--- src/rtl/pc_unit_ras.sv ---
// Program-counter unit with branch/jump resolution, IF/ID kill and a circular return-address stack.
// Latency: decode is combinational; a redirect appears on pc one clock edge after the decode cycle.
// Backpressure: stall freezes pc and all RAS state and suppresses kill, while pc_src keeps tracking decode.
module pc_unit_ras #(
  parameter int                DATA_W      = 32,
  parameter int                INSTR_BYTES = 4,
  parameter int                IMM_SHIFT   = 2,
  parameter int                RAS_DEPTH   = 8,
  parameter logic [DATA_W-1:0] RESET_PC    = '0,
  parameter logic [5:0]        OP_BZ       = 6'b001010,
  parameter logic [5:0]        OP_BGZ      = 6'b001011,
  parameter logic [5:0]        OP_BLZ      = 6'b001100,
  parameter logic [5:0]        OP_JR       = 6'b001101,
  parameter logic [5:0]        OP_J        = 6'b001110,
  parameter logic [5:0]        OP_CLL      = 6'b001111,
  parameter logic [5:0]        OP_RET      = 6'b010000
) (
  input  logic                       clk,
  input  logic                       reset,
  input  logic                       stall,
  input  logic [5:0]                 opcode,
  input  logic                       zero,
  input  logic                       positive,
  input  logic                       negative,
  input  logic [DATA_W-1:0]          id_pc,
  input  logic [DATA_W-1:0]          imm_ext,
  input  logic [DATA_W-1:0]          reg_addr,
  output logic [DATA_W-1:0]          pc,
  output logic [1:0]                 pc_src,
  output logic                       kill,
  output logic [$clog2(RAS_DEPTH):0] ras_count,
  output logic                       ras_overflow,
  output logic                       ras_underflow
);

  localparam int PTR_W = $clog2(RAS_DEPTH);
  localparam int CNT_W = PTR_W + 1;

  localparam logic [CNT_W-1:0]  CNT_FULL = CNT_W'(RAS_DEPTH);
  localparam logic [DATA_W-1:0] PC_STEP  = DATA_W'(INSTR_BYTES);

  localparam logic [1:0] SRC_SEQ = 2'b00;
  localparam logic [1:0] SRC_REG = 2'b01;
  localparam logic [1:0] SRC_REL = 2'b10;
  localparam logic [1:0] SRC_RAS = 2'b11;

  logic [DATA_W-1:0] pc_q, pc_d;
  logic [PTR_W-1:0]  top_q, top_d;
  logic [CNT_W-1:0]  cnt_q, cnt_d;
  logic              ovf_q, ovf_d;
  logic              unf_q, unf_d;
  logic [DATA_W-1:0] ras_mem_q [RAS_DEPTH];

  logic [1:0]        src;
  logic              is_call;
  logic              is_ret;
  logic              ras_empty;
  logic              push;
  logic              pop;
  logic [PTR_W-1:0]  top_m1;
  logic [DATA_W-1:0] seq_tgt;
  logic [DATA_W-1:0] rel_tgt;
  logic [DATA_W-1:0] ras_tgt;
  logic [DATA_W-1:0] ret_addr;
  logic [DATA_W-1:0] target;

  assign ras_empty = (cnt_q == '0);
  assign top_m1    = top_q - PTR_W'(1);
  assign seq_tgt   = pc_q + PC_STEP;
  assign rel_tgt   = id_pc + (imm_ext <<< IMM_SHIFT);
  assign ras_tgt   = ras_mem_q[top_m1];
  assign ret_addr  = id_pc + PC_STEP;

  // Opcode decode: pick the PC source and flag call/return instructions.
  always_comb begin
    src     = SRC_SEQ;
    is_call = 1'b0;
    is_ret  = 1'b0;
    case (opcode)
      OP_BZ:  src = zero     ? SRC_REL : SRC_SEQ;
      OP_BGZ: src = positive ? SRC_REL : SRC_SEQ;
      OP_BLZ: src = negative ? SRC_REL : SRC_SEQ;
      OP_JR:  src = SRC_REG;
      OP_J:   src = SRC_REL;
      OP_CLL: begin
        src     = SRC_REL;
        is_call = 1'b1;
      end
      OP_RET: begin
        // An empty stack falls back to the register target.
        src    = ras_empty ? SRC_REG : SRC_RAS;
        is_ret = 1'b1;
      end
      default: src = SRC_SEQ;
    endcase
  end

  // Target mux and next-state for PC, stack pointer, occupancy and flags.
  always_comb begin
    case (src)
      SRC_REG: target = reg_addr;
      SRC_REL: target = rel_tgt;
      SRC_RAS: target = ras_tgt;
      default: target = seq_tgt;
    endcase

    push = is_call & ~stall;
    pop  = is_ret & ~ras_empty & ~stall;

    pc_d  = stall ? pc_q : target;
    top_d = top_q;
    cnt_d = cnt_q;
    if (push) begin
      top_d = top_q + PTR_W'(1);
      cnt_d = (cnt_q == CNT_FULL) ? CNT_FULL : cnt_q + CNT_W'(1);
    end else if (pop) begin
      top_d = top_m1;
      cnt_d = cnt_q - CNT_W'(1);
    end

    // Overflow is sticky; underflow only reflects the most recent unstalled edge.
    ovf_d = ovf_q | (push & (cnt_q == CNT_FULL));
    unf_d = is_ret & ras_empty & ~stall;
  end

  // Control state: PC, stack pointer, occupancy and status flags.
  always_ff @(posedge clk) begin
    if (reset) begin
      pc_q  <= RESET_PC;
      top_q <= '0;
      cnt_q <= '0;
      ovf_q <= 1'b0;
      unf_q <= 1'b0;
    end else begin
      pc_q  <= pc_d;
      top_q <= top_d;
      cnt_q <= cnt_d;
      ovf_q <= ovf_d;
      unf_q <= unf_d;
    end
  end

  // Stack storage; contents are meaningless while the count says empty, so no reset.
  always_ff @(posedge clk) begin
    if (push && !reset) begin
      ras_mem_q[top_q] <= ret_addr;
    end
  end

  assign pc            = pc_q;
  assign pc_src        = src;
  assign kill          = (src != SRC_SEQ) & ~stall;
  assign ras_count     = cnt_q;
  assign ras_overflow  = ovf_q;
  assign ras_underflow = unf_q;

endmodule

--- config.mk ---
export PLATFORM = sky130hd
export DESIGN_NAME = pc_unit_ras
export DESIGN_NICKNAME = d
export VERILOG_FILES = /design/src/rtl/pc_unit_ras.sv
export SDC_FILE = /design/constraint.sdc
export NUM_CORES = 1
export LEC_CHECK = 0
export ABC_AREA = 1
export BUFFER_PORTS_ARGS = -buffer_cell sky130_fd_sc_hd__buf_4
export CORE_MARGIN = 3
export CORE_UTILIZATION = 25
export CTS_CLUSTER_DIAMETER = 150
export DETAILED_ROUTE_END_ITERATION = 10
export SETUP_SLACK_MARGIN = 0.1
export SYNTH_ARGS = -nofsm -noshare
export SYNTH_HDL_FRONTEND = slang
export SYNTH_SLANG_ARGS = --single-unit
--- constraint.sdc ---
create_clock -name clk -period 4.9 [get_ports clk]
set_input_delay 0.735 -clock clk [delete_from_list [all_inputs] [get_ports clk]]
set_output_delay 0.735 -clock clk [all_outputs]
set_load 0.01 [all_outputs]
==> flow_summary.yaml <==
yosys:
  syn_inst: 1799
  synth_top_area_frac: 0.481
  ys_warn_count: 0
  syn_nets: 1943
  synth_edf_count: 256
  seq_area_frac_synth: 0.533
  avgSynthCellArea_um2: 8.88
  ys_types: 55
  synth_async_sr_flop_share: 0
  yosysTopAreaCell: "edfxtp_1"
  synthTopCellsByArea: "edfxtp_1 (48%), nand2_1 (13%), dfxtp_1 (5.1%)"
  synth_flop_cell: "edfxtp_1"
  synth_seq_cells: 297
  synth.cell_area_um2: 16000
  synthTopCellsByCount: "nand2_1 (554), edfxtp_1 (256), inv_1 (150)"
  yosysMostFrequentCell: "nand2_1"
placed_design:
  place_area_um2: 18000
  dp_hpwl_um: 38000
  port_buffers: 146
  routabilityCongestion: 0.960
  pre_cts_slack_ns: 1.64
clocking:
  clk_latency_ns: 0.53
  post_cts_buffers: 0
  cts_hold_buf: 0
  cts.path.max_buffers: 3
  clkSinkCount: 297
  tritoncts: "built"
  cts.clk_slew.worst_paths_ns: 0.06
  post_cts_resized: 0
  cts_inserted_buffers: 34
  clock-root-buffer: "clkbuf_16"
  htreeDepth: 2
power:
  p_switching_mw: 1.43
  powerDensity_nw_per_um2: 300
  p_int_mw: 4.27
  leakagePower_nw: 7.53
  totalPowerFinal_mw: 5.70
  p_sw_frac: 0.251
  power_frac_seq: 0.488
  p_comb_frac: 0.100
  p_clk_frac: 0.411
  max-vdd-ir-drop_uv: 165
global_routing:
  grt_usage: 0.157
  grt_start_max_net_pins: 87
  grt_pass1_vias: 12800
  grt_overflow: 0
  antenna_found_initial: 3
  grt_pass1_wl_um: 80000
route:
  totalWireLength_um: 54200
  dr_wl_met3_um: 4890
  drtIter0Drc: 1337
  route.met2.wl_um: 23900
  route.detailed.drc: 0
  dr_total_vias: 13600
  drt-met1-wl_um: 24300
  top_layer: "met5"
  first_pass_iters: 7
  wl_per_cell_um: 19.3
  via_per_inst: 4.87
  postRouteAntennaNets: 0
cells_and_area:
  fin_area_um2: 19000
  nets: 2078
  fillers: 6584
  utilization: 0.301
  syn_to_final_growth_pct: 19.1
  drive_gt1_frac: 0.135
die:
  die_x_um: 259
  row_count: 92
  coreArea_um2: 63200
  io_pins: 149
  initial_core_util: 0.253
  die_h_um: 259
  dieArea_um2: 67000
timing:
  fin_crit_ns: 3.16
  rsz0062_at_grt: "false"
  slew_headroom: 0.285
  max_freq_mhz: 317
  finalSetupTns_ns: 0
  tightestPinTransition_ns: 1.07
  hold_violations: 0
  fin_crit_sh: 0.644
  setup_viol: 0
  fin_worst_skew_ns: 0.0273
  fin_ws_ns: 1.74
  slew_violations: 0
flow_run:
  cap_violations: 0
critical_path:
  worstRegToRegCells: 12
  cp.arrival_ns: 2.42
  worst_setup_path_end_kind: "output port"
  critPathMaxFanout: 20
  critical_path_class: "in -> out"
  required_ns: 4.16
  start_kind: "primary input"
worst_hold_path:
  hold_class: "reg -> reg"
  whs_path_depth: 2
run_status:
  status: "finished, final reports clean"
## cells in the final DEF (no fill, tap or decap), types with 34 or more instances in the layout
master,netlist,final
nand2_1,554,554
edfxtp_1,256,256
buf_4,4,166
inv_1,150,150
nand3_1,141,141
a21oi_1,131,131
nor2_1,119,117
o21ai_0,59,59
dfxtp_1,41,40
ha_1,35,35
xor2_1,34,34
a32o_1,34,34
clkbuf_16,0,34
## cells by family after synthesis
kind of cell    count (synthesis)  share of synthesized area
simple gates                  930                      0.252
flops                         297                      0.533
compound gates                265                      0.101
buf+inv                       224                     0.0588
fa+ha+maj                      36                     0.0287
xor+xnor                       47                     0.0269
## per-stage QoR
| stage | std cells | hold WS (ns) |
|---|---|---|
| after floorplan | 1799 | 0.474 |
| after global placement | 2744 | 0.453 |
| after detailed placement | 2744 | 0.458 |
| after CTS | 2804 | 0.467 |
| after global routing | 2804 | 0.477 |
| final | 2805 | 0.465 |
## per-layer routing
| layer | track usage | vias to the layer above |
|---|---|---|
| met1 | 0.226 | 6551 |
| met2 | 0.242 | 574 |
| li1 | - | 6447 |
| met3 | 0.0325 | 72 |
| met4 | 0.0381 | 4 |
| met5 | 0 | - |
## sequential cells by signal, summed over array words and instances (netlist names)
register	cells
ras_mem_q	256
pc	32
ras_count	4
top_q	3
ras_overflow	1
ras_underflow	1
## area by class of cell
class	instances	area, um2	area share
Sequential cell	297	8510	0.447
Multi-Input combinational cell	1278	6570	0.345
Timing Repair Buffer	167	1270	0.0666
Tap cell	846	1060	0.0556
Clock buffer	39	880	0.0462
Inverter	156	589	0.0310
Clock inverter	21	145	0.00763
Antenna cell	1	2.50	0.000132
## power groups by stage
stage | Sequential [mW] | Combinational, mW | Clock (mW)
2_1_floorplan | 2.84 | 0.316 | 0
3_3_place_gp | 2.84 | 0.556 | 0
3_5_place_dp | 2.84 | 0.563 | 0
4_1_cts | 2.79 | 0.566 | 2.38
5_1_grt | 2.79 | 0.633 | 2.48
6_report | 2.79 | 0.571 | 2.35
## worst max-delay path, cell delays in order
cell	delay, ns
buf_4	0.13
inv_1	0.05
nand2_1	0.07
o211ai_1	0.10
nand2_1	0.10
nand2_2	0.44
nand2_4	0.31
nand2_1	0.22
inv_1	0.09
buf_4	0.16
## final timing paths
path / from / endpoint / slack [ns]
max: opcode[1] / kill / 1.74
min: ras_overflow / ras_overflow / 0.46
max reg2reg: top_q[0] / pc[21] / 1.79
min reg2reg: ras_overflow / ras_overflow / 0.46
Note: power is estimated with default switching activity, not from simulation.
